<file path="src/rtl/dpram_t_row_streamer_pkg.sv">
// Shared constants and FSM encoding for the transposed-matrix RAM row streamer.
package dpram_t_row_streamer_pkg;

    localparam int DATA_WIDTH   = 16;
    localparam int NUM_WORDS    = 32;
    localparam int VECTOR_DEPTH = 64;
    localparam int ROW_W        = NUM_WORDS * DATA_WIDTH;
    localparam int ADDR_W       = $clog2(VECTOR_DEPTH);

    typedef enum logic [1:0] {
        IDLE  = 2'd0,
        ISSUE = 2'd1,
        DRAIN = 2'd2,
        DONE  = 2'd3
    } state_t;

endpackage

</file>
<file path="src/rtl/dpram_t_row_streamer_row_skid_fifo.sv">
// Small shift-register FIFO; entry 0 is the registered head presented downstream.
module row_skid_fifo #(
    parameter int DEPTH = 2,
    parameter int W     = 8,
    parameter int CW    = $clog2(DEPTH + 1)
) (
    input  logic          clk,
    input  logic          reset,
    input  logic          push,
    input  logic [W-1:0]  push_data,
    input  logic          pop,
    output logic [W-1:0]  head,
    output logic          valid,
    output logic [CW-1:0] count
);

    logic [W-1:0]  mem_r [DEPTH];
    logic [CW-1:0] count_r;
    logic          valid_r;
    logic          pop_ok_s;
    logic          push_ok_s;
    logic [CW-1:0] wr_idx_s;
    logic [CW-1:0] cnt_next_s;

    // Push/pop qualification and next occupancy.
    always_comb begin
        pop_ok_s  = pop && valid_r;
        push_ok_s = push && ((count_r < CW'(DEPTH)) || pop_ok_s);
        if (pop_ok_s) begin
            wr_idx_s = count_r - {{(CW-1){1'b0}}, 1'b1};
        end else begin
            wr_idx_s = count_r;
        end
        cnt_next_s = wr_idx_s + {{(CW-1){1'b0}}, push_ok_s};
    end

    // Storage: shift toward the head on pop, then land the push at the first free slot.
    always_ff @(posedge clk) begin
        if (reset) begin
            for (int i = 0; i < DEPTH; i++) begin
                mem_r[i] <= {W{1'b0}};
            end
            count_r <= {CW{1'b0}};
            valid_r <= 1'b0;
        end else begin
            if (pop_ok_s) begin
                for (int i = 0; i < DEPTH - 1; i++) begin
                    mem_r[i] <= mem_r[i+1];
                end
            end
            for (int i = 0; i < DEPTH; i++) begin
                if (push_ok_s && (wr_idx_s == CW'(i))) begin
                    mem_r[i] <= push_data;
                end
            end
            count_r <= cnt_next_s;
            valid_r <= (cnt_next_s != {CW{1'b0}});
        end
    end

    assign head  = mem_r[0];
    assign valid = valid_r;
    assign count = count_r;

endmodule

</file>
<file path="src/rtl/dpram_t_row_streamer.sv">
// Read-side controller: streams num_rows consecutive RAM rows from base_addr with
// credit-limited issue so the output FIFO never overflows under backpressure.
module dpram_t_row_streamer
    import dpram_t_row_streamer_pkg::*;
#(
    parameter int ADDR_W_P   = ADDR_W,
    parameter int DEPTH      = VECTOR_DEPTH,
    parameter int ROW_W_P    = ROW_W,
    parameter int FIFO_DEPTH = 2
) (
    input  logic                          clk,
    input  logic                          reset,
    input  logic                          start,
    input  logic [ADDR_W_P-1:0]           base_addr,
    input  logic [$clog2(DEPTH+1)-1:0]    num_rows,
    output logic                          busy,
    output logic                          done,
    output logic [ADDR_W_P-1:0]           ram_addr,
    output logic                          ram_wren,
    input  logic [ROW_W_P-1:0]            ram_rdata,
    output logic                          out_valid,
    input  logic                          out_ready,
    output logic [ROW_W_P-1:0]            out_data,
    output logic [ADDR_W_P-1:0]           out_idx,
    output logic                          out_last
);

    localparam int NW  = $clog2(DEPTH + 1);
    localparam int CW  = $clog2(FIFO_DEPTH + 1);
    localparam int PW  = ROW_W_P + ADDR_W_P + 1;

    state_t              state_r, state_next_s;
    logic [ADDR_W_P-1:0] base_r, ram_addr_r, rd_idx_r, rd_idx_d_r;
    logic [NW-1:0]       num_r, issue_cnt_r;
    logic                rd_vld_r, rd_vld_d_r, rd_last_r, rd_last_d_r;
    logic                busy_r, done_r;
    logic                issue_s, pop_s, last_issue_s;
    logic [CW:0]         used_s;
    logic [CW-1:0]       fifo_cnt_s;
    logic [PW-1:0]       fifo_head_s;
    logic                fifo_valid_s;

    // State register.
    always_ff @(posedge clk) begin
        if (reset) begin
            state_r <= IDLE;
        end else begin
            state_r <= state_next_s;
        end
    end

    // Next-state logic.
    always_comb begin
        state_next_s = state_r;
        case (state_r)
            IDLE: begin
                if (start) begin
                    state_next_s = (num_rows == {NW{1'b0}}) ? DONE : ISSUE;
                end else begin
                    state_next_s = IDLE;
                end
            end
            ISSUE: begin
                if (issue_s && last_issue_s) begin
                    state_next_s = DRAIN;
                end else begin
                    state_next_s = ISSUE;
                end
            end
            DRAIN: begin
                if (pop_s && out_last) begin
                    state_next_s = DONE;
                end else begin
                    state_next_s = DRAIN;
                end
            end
            DONE:    state_next_s = IDLE;
            default: state_next_s = IDLE;
        endcase
    end

    // Output/control decode: a read issues only while credit remains.
    always_comb begin
        used_s = {1'b0, fifo_cnt_s} + {{CW{1'b0}}, rd_vld_r} + {{CW{1'b0}}, rd_vld_d_r};
        last_issue_s = (issue_cnt_r == (num_r - {{(NW-1){1'b0}}, 1'b1}));
        pop_s = fifo_valid_s && out_ready;
        if (state_r == ISSUE) begin
            issue_s = (used_s < (CW+1)'(FIFO_DEPTH));
        end else begin
            issue_s = 1'b0;
        end
    end

    // Burst parameters, issue counter and the two-stage read-valid pipeline.
    always_ff @(posedge clk) begin
        if (reset) begin
            base_r      <= {ADDR_W_P{1'b0}};
            num_r       <= {NW{1'b0}};
            issue_cnt_r <= {NW{1'b0}};
            ram_addr_r  <= {ADDR_W_P{1'b0}};
            rd_vld_r    <= 1'b0;
            rd_idx_r    <= {ADDR_W_P{1'b0}};
            rd_last_r   <= 1'b0;
            rd_vld_d_r  <= 1'b0;
            rd_idx_d_r  <= {ADDR_W_P{1'b0}};
            rd_last_d_r <= 1'b0;
            busy_r      <= 1'b0;
            done_r      <= 1'b0;
        end else begin
            if ((state_r == IDLE) && start) begin
                base_r      <= base_addr;
                num_r       <= num_rows;
                issue_cnt_r <= {NW{1'b0}};
            end else if (issue_s) begin
                issue_cnt_r <= issue_cnt_r + {{(NW-1){1'b0}}, 1'b1};
            end
            if (issue_s) begin
                ram_addr_r <= base_r + issue_cnt_r[ADDR_W_P-1:0];
                rd_idx_r   <= issue_cnt_r[ADDR_W_P-1:0];
                rd_last_r  <= last_issue_s;
            end
            rd_vld_r    <= issue_s;
            rd_vld_d_r  <= rd_vld_r;
            rd_idx_d_r  <= rd_idx_r;
            rd_last_d_r <= rd_last_r;
            busy_r      <= (state_next_s != IDLE);
            done_r      <= (state_next_s == DONE);
        end
    end

    row_skid_fifo #(
        .DEPTH (FIFO_DEPTH),
        .W     (PW),
        .CW    (CW)
    ) u_fifo (
        .clk       (clk),
        .reset     (reset),
        .push      (rd_vld_d_r),
        .push_data ({rd_last_d_r, rd_idx_d_r, ram_rdata}),
        .pop       (out_ready),
        .head      (fifo_head_s),
        .valid     (fifo_valid_s),
        .count     (fifo_cnt_s)
    );

    assign busy      = busy_r;
    assign done      = done_r;
    assign ram_addr  = ram_addr_r;
    assign ram_wren  = 1'b0;
    assign out_valid = fifo_valid_s;
    assign out_data  = fifo_head_s[ROW_W_P-1:0];
    assign out_idx   = fifo_head_s[ROW_W_P+ADDR_W_P-1:ROW_W_P];
    assign out_last  = fifo_head_s[PW-1];

endmodule

</file>
<file path="config.mk">
export PLATFORM = sky130hd
export DESIGN_NAME = dpram_t_row_streamer
export DESIGN_NICKNAME = d
export VERILOG_FILES = /design/src/rtl/dpram_t_row_streamer_pkg.sv /design/src/rtl/dpram_t_row_streamer_row_skid_fifo.sv /design/src/rtl/dpram_t_row_streamer.sv
export SDC_FILE = /design/constraint.sdc
export NUM_CORES = 1
export LEC_CHECK = 0
export ABC_CLOCK_PERIOD_IN_PS = 26000
export CORE_AREA = 2 2 408 410
export CTS_BUF_LIST = sky130_fd_sc_hd__clkbuf_2 sky130_fd_sc_hd__clkbuf_4 sky130_fd_sc_hd__clkbuf_8
export CTS_CLUSTER_SIZE = 25
export DETAILED_ROUTE_END_ITERATION = 10
export DIE_AREA = 0 0 410 412
export PLACE_DENSITY = 0.49
export SKIP_LAST_GASP = 1
export SYNTH_ARGS = -nofsm -noshare
export SYNTH_HDL_FRONTEND = slang
export SYNTH_SLANG_ARGS = --single-unit
</file>
<file path="constraint.sdc">
create_clock -name clk -period 26 [get_ports clk]
set_input_delay 3.9 -clock clk [delete_from_list [all_inputs] [get_ports clk]]
set_output_delay 3.9 -clock clk [all_outputs]
set_load 0.05 [all_outputs]
</file>
==> results of run 1 <==
worst paths after layout:
kind | start | end | slack [ns] | depth (start not counted)
min reg2reg | rd_idx_r[5] | rd_idx_d_r[5] | 0.45 | 1
max | out_ready | u_fifo.mem_r[0][243] | 17.17 | 9
max reg2reg | u_fifo.valid | u_fifo.mem_r[0][243] | 20.23 | 8
min | rd_idx_r[5] | rd_idx_d_r[5] | 0.45 | 1
flip-flops by register name (all words and copies together) (netlist names), 2 cells and up:
| register | cells |
|---|---|
| rd_idx_r | 6 |
| state_r | 2 |
| base_r | 6 |
| ram_addr | 6 |
| issue_cnt_r | 7 |
| rd_idx_d_r | 6 |
| u_fifo.mem_r | 1038 |
| num_r | 7 |
| u_fifo.count | 2 |
cell usage in the layout, fill, tap and decap left out, types with 2 or more instances in the layout:
cell type	netlist	final
a211oi_1	2	2
a21o_1	5	3
a21o_4	0	2
a21oi_1	553	552
and2_1	520	520
buf_12	0	8
buf_4	519	28
bufinv_16	0	2
clkbuf_4	0	79
clkbuf_8	0	202
clkdlybuf4s50_1	0	1055
clkinv_1	0	28
clkinv_2	0	7
clkinv_8	0	2
clkinvlp_4	0	2
dfxtp_1	49	49
diode_2	0	27
edfxtp_1	1038	1038
ha_1	9	9
inv_1	9	9
inv_6	0	4
inv_8	0	3
nand2_1	1097	1097
nand2b_1	4	4
nand3b_1	2	2
nand4_1	4	4
nor2_1	15	15
nor2b_1	11	11
nor3_1	4	4
nor4_1	3	3
o21ai_0	6	6
or3_1	3	2
xnor2_1	15	15
xor2_1	4	4
power by group:
part | leakage (nW) | switching (mW) | internal (mW)
sequential | 11.2 | 0.0636 | 2.15
combinational | 8.40 | 0.735 | 0.315
clock | 1.97 | 0.736 | 0.847
total | 21.6 | 1.53 | 3.31
synthesized netlist by cell type, types with 2 or more instances:
cell type / count / share of area [%]
a211oi_1: 2 / 0.031
a21o_1: 5 / 0.078
a21oi_1: 553 / 5.8
and2_1: 520 / 6.8
buf_1: 12 / 0.094
buf_2: 75 / 0.78
buf_4: 519 / 8.1
clkbuf_1: 154 / 1.2
dfxtp_1: 49 / 2.0
edfxtp_1: 1038 / 65
ha_1: 9 / 0.23
inv_1: 9 / 0.070
nand2_1: 1097 / 8.6
nand2b_1: 4 / 0.052
nand3b_1: 2 / 0.031
nand4_1: 4 / 0.052
nor2_1: 15 / 0.12
nor2b_1: 11 / 0.14
nor3_1: 4 / 0.042
nor4_1: 3 / 0.039
o21ai_0: 6 / 0.063
or3_1: 3 / 0.039
xnor2_1: 15 / 0.27
xor2_1: 4 / 0.073
metal layers:
layer / share of wire, % / GRT usage, % / up-vias
met4: 3.2 / 6.71 / 28
met3: 7.8 / 6.29 / 250
met1: 38 / 20.1 / 15100
met5: 0.12 / 0 / -
met2: 50 / 29.5 / 993
li1: - / - / 14600
per-stage QoR:
stage,setup slack [ns],power [mW],cells,utilization [%],hold slack (ns)
3_5_place_dp,16.19,3.31,6653,34.6,0.444
6_report,17.17,4.85,7010,36.9,0.452
5_1_grt,16.91,5.04,7005,36.9,0.462
3_3_place_gp,16.17,3.31,6653,34.6,0.440
2_1_floorplan,4.73,3.09,4133,-,0.432
4_1_cts,17.26,4.92,6983,36.9,0.452
logic make-up after synthesis:
logic type / count (synthesis) / synth area share, %
other: 1 / 0.00781
XOR/XNOR: 20 / 0.393
flip-flops: 1087 / 66.9
AO/OA/AOI/OAI: 576 / 6.12
AND/OR/NAND/NOR: 1669 / 16.0
adder cells (fa/ha/maj): 10 / 0.276
buffers and inverters: 770 / 10.3
layout make-up:
class	instances	area, um2	share of cell area (%)
Inverter	9	33.8	0.0557
Clock buffer	281	3370	5.56
Tap cell	2189	2740	4.52
Antenna cell	27	67.6	0.111
Sequential cell	1087	32200	53.0
Timing Repair Buffer	1092	10900	18.0
Clock inverter	49	333	0.549
Multi-Input combinational cell	2276	11000	18.1
==> metrics.md, run 1 <==
| Metric | Value |
|---|---|
| Final worst path period need | between 8 and 9 ns |
| Drt pass-1 iters | 5 |
| I/O Pins | between 1000 and 1500 |
| RSZ-0062 raised after global routing | no |
| CP endpoint kind | flop |
| Hold Buf Count CTS | 0 |
| Synth warn | 0 |
| Clock Tree Root | clkbuf_8 |
| WP data arrival | 9.35 ns |
| Mapped Nets | approximately 4700 |
| Die ar. | 0.169 mm2 |
| Crit-path max cell delay | ~0.95 ns |
| Async set-reset flop share out of synthesis | 0% |
| GRT Util Overall | 17.4% |
| Wire per inst | around 22 um |
| Worst path bufs/invs | 5 |
| CTS clock-pin slew for the worst setup and hold paths | roughly 0.06 ns |
| Main synth FF type | edfxtp_1 |
| Clk Latency, worst-skew pair | between 0.9 and 1 ns |
| Final Hold Viols | 0 |
| Post-synth cell types | 44 |
| Max cap viols | 0 |
| Final wirelength | 154000 um |
| Htree depth | 4 |
| Status | finished, final reports clean |
| First-pass GRT wire length | 216000 um |
| PD cells | approximately 80 mW/mm2 |
| Avg Cell Area, Syn | around 12 um2 |
| DRC Markers | 0 |
| RePlAce Congestion | around 0.8 |
| Leak | 21.6 nW |
| Pin slew with the least headroom to its limit | 1.26 ns |
| Die X | just over 400 um |
| Starting density of the core | just under 30% |
| CTS tree | yes |
| Sequential area share after synthesis | 66.9% |
| Detail Route Antenna Nets | 0 |
| Setup Viol. Count Final | 0 |
| Tcrit/Tclk final | 33.9% |
| # nets final | approximately 5200 |
| Slew margin rel. | approximately 16% |
| Setup CP Type | in2reg |
| Crit-path max FO | 76 |
| Critical-path top delay cell | buf_4 |
| Area grow syn2layout | 26.2% |
| Sink Count | 1087 |
| Worst Path Required | between 20 and 30 ns |
| Number of synthesized register bits | ~1100 |
| Layout filler cell count | approximately 16000 |
| Cell row count | around 150 |
| Cells after Synth | a little over 4000 |
| Vias in the first global route | 30200 |
| Worst IR Drop VDD | approximately 0.05 mV |
| Crit-path cells | clkdlybuf4s50_1, nand2_1, xnor2_1, or3_4, nand3b_1, buf_4, buf_4, buf_4, buf_4 |
| Clock Path Buffers | 3 |
| CORE AREA | 0.164 mm2 |
| Fin. max-slew vios | 0 |
| Largest net degree at the start of global routing | ~210 |
| Setup_tns | 0 ns |
| Cts repair resizes | 0 |
| Max Freq | 113 MHz |
| Iter 0 DRT Violations | between 2000 and 2500 |
| Die height | between 400 and 500 um |
| Netlist Area Pre-Place | about 0.048 mm2 |
| Antenna violations before repair | around 40 |
| CTS Buf Count | ~190 |
| Hpwl dp | 98900 um |
| Critical Path Start Type | input port |
| Port Buffer Count | 1056 |
| Top cell by count, worst path | buf_4 |
| Routed vias | between 30000 and 40000 |
| Cell family with most CP delay | buffers and inverters |
| Hold Path Class | reg2reg |
| Area after DPL | about 0.057 mm2 |
| Final worst clock skew | about 0.046 ns |
| Final instance area | 0.0606 mm2 |
| Post-synth EDFFs | 1038 |
| Total global routing overflow | 0 |
| Post-CTS Setup Repair Bufs | 0 |
| Layout cells sized above 1 | between 7 and 8% |
| DR vias/cell | 4.42 |
(Power assumes the default switching activity.)
==> inputs of run 2 (changes only) <==
- ABC_CLOCK_PERIOD_IN_PS: 26000 -> 8500
- clock period: 26 -> 8.5 ns (I/O delays scaled with it)
==> metrics.md, run 2 (same netlist as run 1, synthesis figures left out) <==
| Metric | Value |
|---|---|
| DP Cell Count | 6658 (+0.075%) |
| # nets final | 5205 (+0.12%) |
| Area after DPL | 0.0570 mm2 (+0.29%) |
| Iter 0 DRT Violations | 2192 (+0.64%) |
| Port Buffer Count | 1056 (unchanged) |
| Antenna violations before repair | 39 (-4.9%) |
| R2R cell count | 6 (-2) |
| Final wirelength | 155000 um (+0.94%) |
| Slew margin rel. | 23.4% (+7.5 points) |
| Final worst clock skew | 0.0400 ns (-0.00596 ns) |
| CP endpoint kind | flop |
| Setup CP Type | in2reg |
| CTS clock-pin slew for the worst setup and hold paths | 0.05 ns (about the same) |
| Crit-path max FO | 172 (+130%) |
| Fin. max-slew vios | 0 (unchanged) |
| Routed vias | 31400 (+1.4%) |
| DRC Markers | 0 (unchanged) |
| Die X | 410 um (unchanged) |
| Top flop regs | u_fifo.mem_r: 1038 flops, issue_cnt_r: 7 flops, num_r: 7 flops |
| Final instance area | 0.0608 mm2 (+0.27%) |
| Worst hold path stage count | 2 (+1) |
| Hold Path Class | reg2reg |
| Worst hold slack | 0.450 ns (-0.00126 ns) |
| Critical Path Start Type | input port |
| GRT Util Overall | 17.6% (+0.17 points) |
| RePlAce Congestion | 0.834 (+3.3%) |
| CTS Buf Count | 195 (+0.52%) |
| Fin util | 37.0% (+0.098 points) |
| WP data arrival | 4.90 ns (-4.45 ns) |
| Reg2reg start | u_fifo.count[1] |
| R2R Setup Slk | 4.76 ns (-15.47 ns) |
| Max Freq | 239 MHz |
| Hpwl dp | 99700 um (+0.81%) |
| First-pass GRT wire length | 220000 um (+2.1%) |
| Htree depth | 4 (unchanged) |
| Die height | 412 um (unchanged) |
| Post-CTS Setup Repair Bufs | 0 (unchanged) |
| Total power | 14.8 mW (+210%) |
| Cell row count | 149 (unchanged) |
| Setup Viol. Count Final | 0 (unchanged) |
| Hold Path Sink | rd_idx_r[3] |
| Pre-CTS setup slack | 3.35 ns (-12.84 ns) |
| Wire per inst | 22.1 um (+0.69%) |
| Cts repair resizes | 0 (unchanged) |
| Detail Route Antenna Nets | 0 (unchanged) |
| Clock Tree Root | clkbuf_8 |
| Most common cell after layout, fill and taps aside | nand2_1 |
| DR vias/cell | 4.47 (+1.2%) |
| Layout cells sized above 1 | 7.41% (+0.11 points) |
| I/O Pins | 1058 (unchanged) |
| Worst Path Required | 9.22 ns (-17.30 ns) |
| RR Endpoint | u_fifo.mem_r[0][267] |
| Drt pass-1 iters | 7 (+2) |
| Final worst path period need | 4.18 ns |
| CTS tree | yes |
| Biggest register | u_fifo.mem_r |
| Setup ws final | 4.32 ns (-12.85 ns) |
| Sink Count | 1087 (unchanged) |
| Vias in the first global route | 30800 (+2.3%) |
| Area grow syn2layout | 26.5% |
| Hold Buf Count CTS | 0 (unchanged) |
| Clock Path Buffers | 3 (unchanged) |
| Max FFs per register | 1038 (unchanged) |
| Most frequent cells in the layout | 1096 x nand2_1, 1055 x clkdlybuf4s50_1, 1038 x edfxtp_1, 552 x a21oi_1, 520 x and2_1 |
| PD cells | 244 mW/mm2 (+200%) |
| Leak | 21.6 nW (+0.22%) |
| Fin cells | 7028 (+0.26%) |
| Setup_tns | 0 ns (unchanged) |
| Total global routing overflow | 0 (unchanged) |
| Clk Latency, worst-skew pair | 0.92 ns (-0.02 ns) |
| Die ar. | 0.169 mm2 (unchanged) |
| Tcrit/Tclk final | slightly below 50% |
| RSZ-0062 raised after global routing | no |
| Status | finished, final reports clean |
| Final Hold Viols | 0 (unchanged) |
| Hold Path Origin | rd_idx_r[3] |
| Largest net degree at the start of global routing | 194 (-8.1%) |
| Pin slew with the least headroom to its limit | 1.15 ns (-0.112 ns) |
| Max cap viols | 0 (unchanged) |
| CORE AREA | 0.164 mm2 (unchanged) |
| Worst IR Drop VDD | 0.144 mV (+190%) |
| Starting density of the core | 29.2% (unchanged) |
-- run 2: cell types whose count changed in the layout (fill, tap and decap cells not counted), sizes merged --
cell | before | now
clkinv | 37 | 61
bufinv | 2 | 1
clkbuf | 281 | 269
inv | 17 | 18
clkinvlp | 2 | 8
diode | 27 | 22
buf | 37 | 42
-- run 2: worst max path at each step --
stage | startpoint | end | slack [ns] | depth (start not counted)
2_1_floorplan | out_ready | u_fifo.mem_r[0][0] | -9.62 | 6
3_3_place_gp | out_ready | u_fifo.mem_r[0][137] | 3.36 | 6
3_5_place_dp | out_ready | u_fifo.mem_r[0][199] | 3.35 | 6
4_1_cts | out_ready | u_fifo.mem_r[0][199] | 4.41 | 6
5_1_grt | out_ready | u_fifo.mem_r[0][230] | 4.17 | 8
6_report | out_ready | u_fifo.mem_r[0][267] | 4.32 | 8
-- run 2: worst max-delay path, cell delays in order --
cell and delay, ns:
clkdlybuf4s50_1 0.57, nand2_8 0.11, xnor2_4 0.23, or3_4 0.61
buf_12 0.53, buf_4 0.77, nand2_1 0.13, a21oi_1 0.18
-- run 2: routing by layer --
metal / up-vias / wire length, um / global-route usage, %
met5: - / 222 / 0
met4: 34 / 4050 / 6.02
met3: 253 / 11500 / 5.87
met2: 1022 / 78900 / 29.9
met1: 15500 / 60400 / 20.7
li1: 14600 / - / -
-- run 2: area by class of cell --
class / instances / area, um2
inverter: 9 / 33.8
antenna: 22 / 55.1
fill: 16100 / 103000
sequential: 1087 / 32200
tap: 2189 / 2740
multi-input combinational: 2276 / 11000
clock inverter: 79 / 438
clock buffer: 269 / 3280
timing repair buffer: 1097 / 11100
-- run 2: power breakdown --
part / internal, mW / switching (mW)
Combinational: 0.980 / 2.28
Sequential: 6.57 / 0.189
Clock: 2.52 / 2.28
